**src/rtl/text_attrib_gen.sv**
```systemverilog
// Text-mode character attribute decoder: font pixel + attribute + cursor/blink -> MDA mono or
// CGA RGBI, one register stage. Cursor and character blink phases are derived from vsync.
module text_attrib_gen #(
  parameter int unsigned UNDERLINE_ROW  = 12,
  parameter int unsigned CURSOR_FRAMES  = 8,
  parameter int unsigned CHAR_BLINK_DIV = 2,
  parameter int unsigned ROW_W          = 5
) (
  input  logic             clk,
  input  logic             reset,
  input  logic             mode_cga,
  input  logic [7:0]       att_byte,
  input  logic [ROW_W-1:0] row_addr,
  input  logic             display_enable,
  input  logic             blink_enabled,
  input  logic             vsync,
  input  logic             cursor,
  input  logic             pix_in,
  output logic             pix_out,
  output logic             intensity_out,
  output logic [3:0]       rgbi_out,
  output logic             cursor_phase
);

  localparam int unsigned FrameW = (CURSOR_FRAMES > 1) ? $clog2(CURSOR_FRAMES) : 1;
  localparam int unsigned DivW   = (CHAR_BLINK_DIV > 1) ? $clog2(CHAR_BLINK_DIV) : 1;
  localparam logic [FrameW-1:0] FrameLast = FrameW'(CURSOR_FRAMES - 1);
  localparam logic [DivW-1:0]   DivLast   = DivW'(CHAR_BLINK_DIV - 1);
  localparam logic [ROW_W-1:0]  UlRow     = ROW_W'(UNDERLINE_ROW);

  logic [1:0]        vs_hist_q, vs_hist_d;
  logic [FrameW-1:0] frame_cnt_q, frame_cnt_d;
  logic [DivW-1:0]   div_cnt_q, div_cnt_d;
  logic              cursor_phase_q, cursor_phase_d;
  logic              char_phase_q, char_phase_d;
  logic              pix_q, pix_d;
  logic              inten_q, inten_d;
  logic [3:0]        rgbi_q, rgbi_d;

  logic vs_rise, frame_wrap, cursor_rise;

  // Blink phase generation
  always_comb begin
    vs_hist_d      = {vs_hist_q[0], vsync};
    frame_cnt_d    = frame_cnt_q;
    div_cnt_d      = div_cnt_q;
    cursor_phase_d = cursor_phase_q;
    char_phase_d   = char_phase_q;
    vs_rise        = (vs_hist_q == 2'b01);
    frame_wrap     = vs_rise && (frame_cnt_q == FrameLast);
    cursor_rise    = frame_wrap && !cursor_phase_q;
    if (vs_rise) begin
      frame_cnt_d = frame_wrap ? '0 : frame_cnt_q + 1'b1;
    end
    if (frame_wrap) begin
      cursor_phase_d = ~cursor_phase_q;
    end
    if (cursor_rise) begin
      if (div_cnt_q == DivLast) begin
        div_cnt_d    = '0;
        char_phase_d = ~char_phase_q;
      end else begin
        div_cnt_d = div_cnt_q + 1'b1;
      end
    end
  end

  // Pixel decode; uses the phases held before this edge
  always_comb begin
    logic cursorblink, blink_area, underline, nodisp, inverse, dots;
    cursorblink = cursor & cursor_phase_q;
    blink_area  = att_byte[7] & char_phase_q & ~cursor & blink_enabled;
    underline   = (att_byte[2:0] == 3'b001) && (row_addr == UlRow);
    nodisp      = (att_byte[2:0] == 3'b000) && (att_byte[6:4] == 3'b000);
    inverse     = (att_byte[2:0] == 3'b000) && (att_byte[6:4] == 3'b111);
    pix_d       = 1'b0;
    inten_d     = 1'b0;
    rgbi_d      = 4'h0;
    if (!mode_cga) begin
      dots    = ((pix_in | underline) & ~nodisp & ~blink_area) | cursorblink;
      pix_d   = dots ^ inverse;
      inten_d = dots ? att_byte[3] : (att_byte[7] & ~blink_enabled);
      rgbi_d  = {inten_d, pix_d, pix_d, pix_d};
    end else begin
      dots    = (pix_in & ~blink_area) | cursorblink;
      rgbi_d  = dots ? att_byte[3:0] : {att_byte[7] & ~blink_enabled, att_byte[6:4]};
      pix_d   = dots;
      inten_d = rgbi_d[3];
    end
    if (!display_enable) begin
      pix_d   = 1'b0;
      inten_d = 1'b0;
      rgbi_d  = 4'h0;
    end
  end

  always_ff @(posedge clk or posedge reset) begin
    if (reset) begin
      vs_hist_q      <= 2'b00;
      frame_cnt_q    <= '0;
      div_cnt_q      <= '0;
      cursor_phase_q <= 1'b0;
      char_phase_q   <= 1'b0;
      pix_q          <= 1'b0;
      inten_q        <= 1'b0;
      rgbi_q         <= 4'h0;
    end else begin
      vs_hist_q      <= vs_hist_d;
      frame_cnt_q    <= frame_cnt_d;
      div_cnt_q      <= div_cnt_d;
      cursor_phase_q <= cursor_phase_d;
      char_phase_q   <= char_phase_d;
      pix_q          <= pix_d;
      inten_q        <= inten_d;
      rgbi_q         <= rgbi_d;
    end
  end

  assign pix_out       = pix_q;
  assign intensity_out = inten_q;
  assign rgbi_out      = rgbi_q;
  assign cursor_phase  = cursor_phase_q;

endmodule

```
**config.mk**
```make
export PLATFORM = sky130hd
export DESIGN_NAME = text_attrib_gen
export DESIGN_NICKNAME = d
export VERILOG_FILES = /design/src/rtl/text_attrib_gen.sv
export SDC_FILE = /design/constraint.sdc
export NUM_CORES = 1
export LEC_CHECK = 0
export CAP_MARGIN = 20
export CORE_UTILIZATION = 32
export CTS_BUF_LIST = sky130_fd_sc_hd__clkbuf_4
export DETAILED_ROUTE_END_ITERATION = 10
export HOLD_SLACK_MARGIN = 0.12
export PLACE_DENSITY = 0.67
export SYNTH_ARGS = -nofsm -noshare
export SYNTH_HDL_FRONTEND = slang
export SYNTH_SLANG_ARGS = --single-unit
```
**constraint.sdc**
```tcl
create_clock -name clk -period 1.3 [get_ports clk]
set_clock_uncertainty 0.2 [all_clocks]
set_input_delay 0.26 -clock clk [delete_from_list [all_inputs] [get_ports clk]]
set_output_delay 0.26 -clock clk [all_outputs]
set_load 0.05 [all_outputs]
```
Word level (Yosys, flattened, before mapping). Cells that the tools add are included.

Logic and storage cells: 52. Output and inout bits: 7. Bits in registers: 14.

Bitwise logic cells: 18. Eq/ne operators: 5. Muxes and demuxes: 10. Add/subtract/negate cells: 2. Reduce and logical (&&, ||, !) cells: 9.

Operators with widths (count): 4-bit two-way mux (3); 1-bit AND (8); 3-bit equality test (second input constant) (2); 3-bit zero test (2); 1-bit two-way mux (6); 1-bit NOT (6); 5-bit by 4-bit equality test with 1-bit output (second input constant) (1); 1-bit logical AND (5); 3-bit by 1-bit adder with 3-bit output (second input constant) (1); 3-bit by 1-bit equality test with 1-bit output (second input constant) (1); 3-bit two-way mux (1); 1-bit OR (3); 2-bit by 1-bit equality test with 1-bit output (second input constant) (1); 2-bit AND reduction (1); 1-bit adder (second input constant) (1); 1-bit zero test (1); 1-bit bitwise XOR (1).

Longest topological paths before layout. Gate-level depths: netlist of the first run.

Depth in word-level cells: 9. Mapped depth: 6. Mapped depth without buffers: 6.

Least setup slack after synthesis of the first run. No wires, ideal clock.

Path type: register to register. From: reg cursor_phase_q, in the netlist cursor_phase. To: reg rgbi_q[2], in the netlist rgbi_out[2]. Data arrival time: 1388 ps. Stages on the path, launching flop included: 5. Path slack: -426 ps. Path buffers: 0. Required time: 961 ps. Setup time: 139 ps. Cells stage by stage: dfrtp_1 > a21oi_1 > nor2_4 > mux2i_1 > o2111ai_2.

Longest elaborated chain between the ends: 5.

Ends and longest elaborated chain: start: declaration (RTL line 34) `logic cursor_phase_q, cursor_phase_d;`; start signal: assignment (RTL line 111) `cursor_phase_q <= cursor_phase_d;`; 1-bit AND (*) (RTL line 71) `cursorblink = cursor & cursor_phase_q;`; 1-bit OR, on equally long branches (RTL line 80, 85); 1-bit bitwise XOR / 4-bit two-way mux (equally long branches) (RTL line 81, 86); 4-bit two-way mux (*) (RTL line 79) `if (!mode_cga) begin`; 4-bit two-way mux (*) (RTL line 90) `if (!display_enable) begin`; via rgbi_d[2] (RTL line 38) `logic [3:0] rgbi_q, rgbi_d;`; end signal: assignment (RTL line 115) `rgbi_q <= rgbi_d;`; end: declaration (RTL line 38).

The timed path passes the listed nets; every way through them passes the cells marked *. A chain may end at the register's enable or synchronous reset.

Worst setup path in the final report of the first run.
From: reg char_phase_q. To: reg rgbi_q[2], in the netlist rgbi_out[2].

Longest elaborated chain between the ends: 9.

Ends and longest elaborated chain: start: declaration (RTL line 35) `logic char_phase_q, char_phase_d;`; start signal: assignment (RTL line 112) `char_phase_q <= char_phase_d;`; 1-bit AND (*) (3 in a row) (RTL line 72) `blink_area = att_byte[7] & char_phase_q & ~cursor & blink_enabled;`; 1-bit NOT (*) (RTL line 80, 85); 1-bit AND, on equally long branches (RTL line 80, 85); 1-bit OR, on equally long branches (RTL line 80, 85); 1-bit bitwise XOR / 4-bit two-way mux (equally long branches) (RTL line 81, 86); 4-bit two-way mux (*) (RTL line 79); 4-bit two-way mux (*) (RTL line 90); via rgbi_d[2] (RTL line 38).

Marked as above.

==> impl_metrics.yaml, run 1 <==
critical_path:
  r2r-end: "rgbi_out[2]$_DFF_PP0_"
  path_class: "reg2reg"
  slowest_delay_ns: 0.40
  cp-start-kind: "register"
  worstReg2RegStart: "char_phase_q$_DFFE_PP0P_"
  crit_cells: 4
  crit_arrival_ns: 1.52
  endpoint: "rgbi_out[2]$_DFF_PP0_"
  critPathMaxFanout: 4
  r2r_setup_slack_ns: -0.28
  worstSetupStartpoint: "char_phase_q$_DFFE_PP0P_"
  crit_path_end_kind: "register"
  crit_buf_inv: 0
  cp_slowest_cell: "dfrtp_1"
  crit_family: "simple AND/OR/NAND/NOR gates"
  r2r_cells: 4
  required_ns: 1.24
  cp_cell_sequence: "and4b_2, nor2_4, mux2i_2, o2111ai_2"
logic_synthesis:
  syn-num-nets: 89
  synth-seq-cells: 13
  ys_seq_area_frac: 0.446
  syn_area_um2: 729
  yosysUniqueCellTypes: 32
  syn_inst: 66
  synth.avg_cell_area_um2: 11.1
  synth_warnings: 0
detailed_routing:
  dr.pass1.iters: 4
  dr.first_iter.drc_count: 10
  route.met3.wl_um: 77
  ant_nets: 0
  remaining_drc_errors: 0
  wl_met1_um: 674
  wirelength_um: 1770
  topRoutingLayerUsed: "met4"
  wire_per_inst_um: 12.9
  route.met2.wl_um: 1010
  avgViaCountPerCell: 5.02
  vias: 693
place:
  io_buffers: 27
  gp_congestion: 0.830
  place_hpwl_um: 1350
  placed_area_um2: 1180
pwr:
  p_per_area_nw_per_um2: 1310
  leakage_nw: 0.596
  peakVddDrop_mv: 0.792
global_routing:
  grt_overflow: 0
  grt_antenna_before_repair: 0
  grt_start_max_net_pins: 14
  globalRouteTotalUtil: 0.170
  grt_pass1_vias: 734
  grt_pass1_wl_um: 3100
cts:
  clk_latency_ns: 0.26
  htree_levels: 1
  clk_pin_slew_ns: 0.08
  cts-buffers-inserted: 3
  clock_path_buffers: 2
  cts-root-buf: "clkbuf_4"
  clock-sinks: 13
  cts_tree: "built"
timing:
  setup_violations: 13
  rsz0062_at_grt: "yes"
  setup_ws_ns: -0.280
  worst_pin_slew_ns: 0.316
  period_needed_ns: 1.58
  slew_headroom: 0.789
  period_share: 1.22
  finalHoldViolCount: 0
  finalMaxSlewViolations: 0
  max_freq_ghz: 0.633
die:
  rows: 16
  die_area_um2: 2470
  initial_utilization: 0.357
  core_area_um2: 2040
  io_pins: 28
  die_w_um: 49.7
  fp.dieH_um: 49.7
finish:
  finish.utilization: 0.662
  final_cell_mix: "12 x dlygate4sd2_1, 11 x dfrtp_1, 11 x buf_4"
  num-nets-final: 135
  final_common_cell: "dlygate4sd2_1"
  antenna_cells: 0
  area_growth_pct: 85.4
  nFillCells: 188
  final_layout_size_suffix_gt1_frac: 0.477
  fin_area_um2: 1350
outcome:
  violations: "negative setup slack"
  status: "finished, violations left"
run:
  maxCapViolations: 0
min_path:
  hold_class: "in2reg"
[where the power goes]
group	leakage [nW]	switching, W	internal, W	total [W]
combinational	0.416	0.000403	0.000502	0.000905
clock	0.0184	0.000122	0.000139	0.000261
sequential	0.161	0.0000966	0.000514	0.000611
[worst min-delay path, cell delays in order]
cell	delay, ns
dlygate4sd2_1	0.20
nand3b_1	0.11
mux2i_1	0.06
[layer usage]
layer / up-vias / global-route usage
met4: 0 / 0.0571
met2: 24 / 0.331
met3: 2 / 0.0432
met5: - / 0
li1: 337 / -
met1: 330 / 0.171
[registers in the layout, indices dropped and copies added (netlist names)]
register / cells
char_phase_q: 1
cursor_phase: 1
div_cnt_q: 1
frame_cnt_q: 3
intensity_out: 1
pix_out: 1
rgbi_out: 3
vs_hist_q: 2
[through the flow]
step	instances	worst slack, ns	power, W	setup TNS [ns]	hold slack, ns
detailed placement	127	-0.656	0.00134	-3.64	0.209
global route	138	-0.337	0.00190	-2.66	0.226
floorplan	66	-0.174	0.000963	-0.818	-0.0632
CTS	136	-0.266	0.00175	-1.81	0.211
finish	138	-0.280	0.00178	-1.79	0.210
global placement	127	-0.607	0.00131	-3.35	0.199
[repair_timing]
| action | CTS | global route |
|---|---|---|
| setup endpoints to repair | 13 | 18 |
| gates resized for setup | 26 | 6 |
| gates cloned | 0 | 0 |
| setup buffers | 4 | 2 |
| hold endpoints to repair | 13 | 0 |
| hold buffers | 1 | 0 |
| pin swaps | 15 | 7 |
[Yosys cell counts, drive strengths merged]
cell type	instances	area share
mux2	1	0.015
inv	2	0.010
nor3	3	0.036
nand3b	2	0.021
mux2i	4	0.055
a211oi	3	0.045
a21o	3	0.034
o211ai	2	0.021
buf	1	0.010
nor2	3	0.026
ha	2	0.034
and4b	1	0.015
nor4b	1	0.012
nand2	5	0.026
xor2	1	0.012
o2111ai	1	0.021
dfrtp	13	0.45
nand2b	3	0.026
and3	1	0.0086
and4bb	1	0.017
a21oi	3	0.021
o21ai	1	0.0069
nor3b	1	0.010
nand3	2	0.014
nor2b	1	0.0086
xnor2	2	0.024
nand4	1	0.0086
a31oi	2	0.017
[how the worst min path moves through the flow]
| stage | endpoint | startpoint | cells past startpoint | slack, ns |
|---|---|---|---|---|
| floorplan | char_phase_q$_DFFE_PP0P_ | reset | 1 | -0.06 |
| global placement | vs_hist_q[1]$_DFF_PP0_ | vs_hist_q[0]$_DFF_PP0_ | 0 | 0.20 |
| detailed placement | vs_hist_q[1]$_DFF_PP0_ | vs_hist_q[0]$_DFF_PP0_ | 0 | 0.21 |
| CTS | intensity_out$_DFF_PP0_ | blink_enabled | 3 | 0.21 |
| global route | vs_hist_q[0]$_DFF_PP0_ | vsync | 1 | 0.23 |
| finish | intensity_out$_DFF_PP0_ | blink_enabled | 3 | 0.21 |
[area by class of cell]
| class | instances | area, µm² | share of cell area |
|---|---|---|---|
| clock buffers | 4 | 30.0 | 0.0222 |
| inverters | 2 | 7.51 | 0.00555 |
| multi-input cells | 50 | 502 | 0.371 |
| flip-flops and latches | 13 | 328 | 0.242 |
| well taps | 27 | 33.8 | 0.0250 |
| repair buffers | 42 | 452 | 0.334 |
[cells by family (layout without fill, tap and decap cells)]
logic type,Yosys count,in the layout,share of synthesized area
xor+xnor,3,3,0.0360
flops,13,13,0.446
simple gates,25,25,0.228
buf+inv,3,48,0.0206
mux,5,5,0.0703
fa+ha+maj,2,2,0.0343
compound gates,15,15,0.165
Note: power is estimated with default switching activity, not from simulation.
==> run 2: changes to the inputs <==
--- a/config.mk
+++ b/config.mk
@@ -5,12 +5,13 @@
 export SDC_FILE = /design/constraint.sdc
 export NUM_CORES = 1
 export LEC_CHECK = 0
+export ABC_AREA = 1
 export CAP_MARGIN = 20
 export CORE_UTILIZATION = 32
 export CTS_BUF_LIST = sky130_fd_sc_hd__clkbuf_4
 export DETAILED_ROUTE_END_ITERATION = 10
 export HOLD_SLACK_MARGIN = 0.12
-export PLACE_DENSITY = 0.67
+export PLACE_DENSITY = 0.66
 export SYNTH_ARGS = -nofsm -noshare
 export SYNTH_HDL_FRONTEND = slang
 export SYNTH_SLANG_ARGS = --single-unit
==> run 2 against run 1 <==
  * The run still ends with negative setup slack left
  * Sequential share of layout area decreased by 1.1 points
  * Combinational power increased by 4.4%
  * Utilization decreased by 3.4 points
  * Via count increased by 9.4%
  * Die area increased by 6.9%
  * Synthesized area increased by 7.2%
  * Clock power increased by 2%
  * Flip-flop and latch count unchanged
  * Critical path type unchanged
  * Critical endpoint is now rgbi_out[0]$_DFF_PP0_
==> impl_metrics.yaml, run 2 <==
outcome:
  status: "finished, violations left"
  violations: "negative setup slack"
timing:
  tns_ns: -1.18
  max_freq_ghz: 0.682
  whs_ns: 0.189
  setup_violations: 11
  period_needed_ns: 1.47
  slew_headroom: 0.784
  rsz0062_at_grt: "yes"
  period_share: 1.13
  finalMaxSlewViolations: 0
  setup_ws_ns: -0.166
  finalHoldViolCount: 0
  worst_pin_slew_ns: 0.323
pwr:
  power_frac_clock: 0.147
  p_int_w: 0.00116
  p_total_w: 0.00181
  p_seq_frac: 0.331
  p_sw_frac: 0.362
  p_per_area_nw_per_um2: 1280
  peakVddDrop_mv: 0.790
  p_comb_frac: 0.521
  p_sw_w: 0.000656
  leakage_nw: 0.713
critical_path:
  required_ns: 1.30
  cp_slowest_cell: "dfrtp_1"
  slowest_delay_ns: 0.41
  cpMostUsedCell: "nand2_1"
  crit_family: "simple AND/OR/NAND/NOR gates"
  cp_cell_sequence: "nand2_2, nor3_4, buf_4, o21ai_4, nand2_1, nand3_1, nand2_1, nor2_2"
  path_class: "reg2reg"
  crit_buf_inv: 1
  critPathMaxFanout: 5
  crit_path_end_kind: "register"
  crit_arrival_ns: 1.47
  cp-start-kind: "register"
finish:
  multi_input_comb_area_um2: 502
  final_common_cell: "nand2_1"
  final_cell_mix: "24 x nand2_1, 14 x inv_1, 11 x dfrtp_1"
  fin_area_um2: 1420
  final_layout_size_suffix_gt1_frac: 0.382
  num-nets-final: 168
  area_growth_pct: 81.1
  antenna_cells: 0
  seqCellArea_um2: 328
  nFillCells: 204
logic_synthesis:
  synth_top_flop_cell: "dfrtp_1"
  synth_top_area_share: 0.416
  ys_seq_area_frac: 0.416
  syn_inst: 100
  syn_area_um2: 782
  syn-num-nets: 123
  synth.avg_cell_area_um2: 7.82
  synth-seq-cells: 13
  synth_async_sr_flop_share: 1.00
  yosysUniqueCellTypes: 23
  yosysMostFrequentCell: "nand2_1"
  synth-edff-count: 0
  synth_commonest_cells: "27 x nand2_1, 14 x inv_1, 13 x dfrtp_1"
  synth_top_area_cell: "dfrtp_1"
  synth_warnings: 0
  synth_area_leaders: "dfrtp_1 42%, nand2_1 13%, inv_1 6.7%, nor2_2 5.6%, nor2_1 5.3%"
die:
  rows: 17
  initial_utilization: 0.347
  core_area_um2: 2250
  die_area_um2: 2650
  die_w_um: 51.4
  io_pins: 28
  fp.dieH_um: 51.4
cts:
  clk_latency_ns: 0.28
  cts-root-buf: "clkbuf_4"
  clock-sinks: 13
  clk_pin_slew_ns: 0.08
  cts_tree: "built"
  clock_path_buffers: 2
  htree_levels: 1
  cts-buffers-inserted: 3
place:
  io_buffers: 27
  place_hpwl_um: 1450
  gp_congestion: 0.754
  placed_area_um2: 1250
  post-place-ws_ns: -0.552
global_routing:
  grt_overflow: 0
  globalRouteTotalUtil: 0.157
  grt_start_max_net_pins: 14
  grt_antenna_before_repair: 0
  grt_pass1_vias: 755
  grt_pass1_wl_um: 3110
run:
  maxCapViolations: 0
detailed_routing:
  vias: 758
  ant_nets: 0
  remaining_drc_errors: 0
  wirelength_um: 1840
  dr.first_iter.drc_count: 3
  avgViaCountPerCell: 4.41
  wire_per_inst_um: 10.7
  dr.pass1.iters: 4
min_path:
  hold_class: "reg2reg"
==> run 2: changes by cell type after synthesis, moves of 3 or more <==
cell / previous run / this run
mux2i_1: 4 / 0
nor2_2: 0 / 7
nand2_1: 5 / 27
inv_1: 2 / 14
nor2_1: 2 / 11
nand3_1: 2 / 6
nand2_2: 0 / 4
nand2b_1: 3 / 0
==> run 2: what timing repair did <==
action | in CTS | in global routing
gates resized for setup | 23 | 7
pin swaps | 14 | 13
hold buffers | 1 | 0
buffers inserted | 3 | 1
endpoints found under the setup margin | 14 | 17
endpoints found under the hold margin | 13 | 0
==> run 2: metrics by stage <==
step / utilization / instances
6_report: 0.628 / 172
5_1_grt: 0.628 / 172
4_1_cts: 0.604 / 171
3_5_place_dp: 0.557 / 163
3_3_place_gp: 0.557 / 163
2_1_floorplan: - / 100
==> run 2: cell families after synthesis <==
kind of cell             synth area share
AND/OR/NAND/NOR                     0.363
flip-flops                          0.416
adder cells (fa/ha/maj)            0.0320
XOR/XNOR                           0.0336
AO/OA/AOI/OAI                      0.0736
buffers and inverters              0.0816
==> run 2: per-layer routing <==
layer | vias up | routed length (µm) | GRT usage
li1 | 391 | - | -
met1 | 341 | 691 | 0.159
met2 | 24 | 1030 | 0.316
met3 | 2 | 94 | 0.0238
met4 | 0 | 17 | 0.0541
met5 | - | 0 | 0
==> run 2: layout make-up <==
cell class | count | area share
tap | 28 | 0.0247
clock buffer | 4 | 0.0212
inverter | 15 | 0.0398
multi-input combinational | 71 | 0.354
sequential | 13 | 0.231
timing repair buffer | 41 | 0.329
==> run 2: final timing paths <==
check,start,cells after the start,slack [ns],to
setup / recovery,char_phase_q$_DFFE_PP0P_,8,-0.17,rgbi_out[0]$_DFF_PP0_
min in group asynchronous,reset,4,0.63,intensity_out$_DFF_PP0_
setup reg to reg,char_phase_q$_DFFE_PP0P_,8,-0.17,rgbi_out[0]$_DFF_PP0_
max in group asynchronous,reset,4,0.10,pix_out$_DFF_PP0_
hold / removal,vs_hist_q[0]$_DFF_PP0_,0,0.19,vs_hist_q[1]$_DFF_PP0_
hold reg to reg,vs_hist_q[0]$_DFF_PP0_,0,0.19,vs_hist_q[1]$_DFF_PP0_
==> run 2: power by group through the flow <==
stage	Sequential (W)	Combinational (W)	Clock (W)
floorplan	0.000693	0.000273	0
detailed placement	0.000593	0.000762	0
global route	0.000614	0.00104	0.000298
global placement	0.000589	0.000733	0
CTS	0.000589	0.000887	0.000277
finish	0.000601	0.000945	0.000267
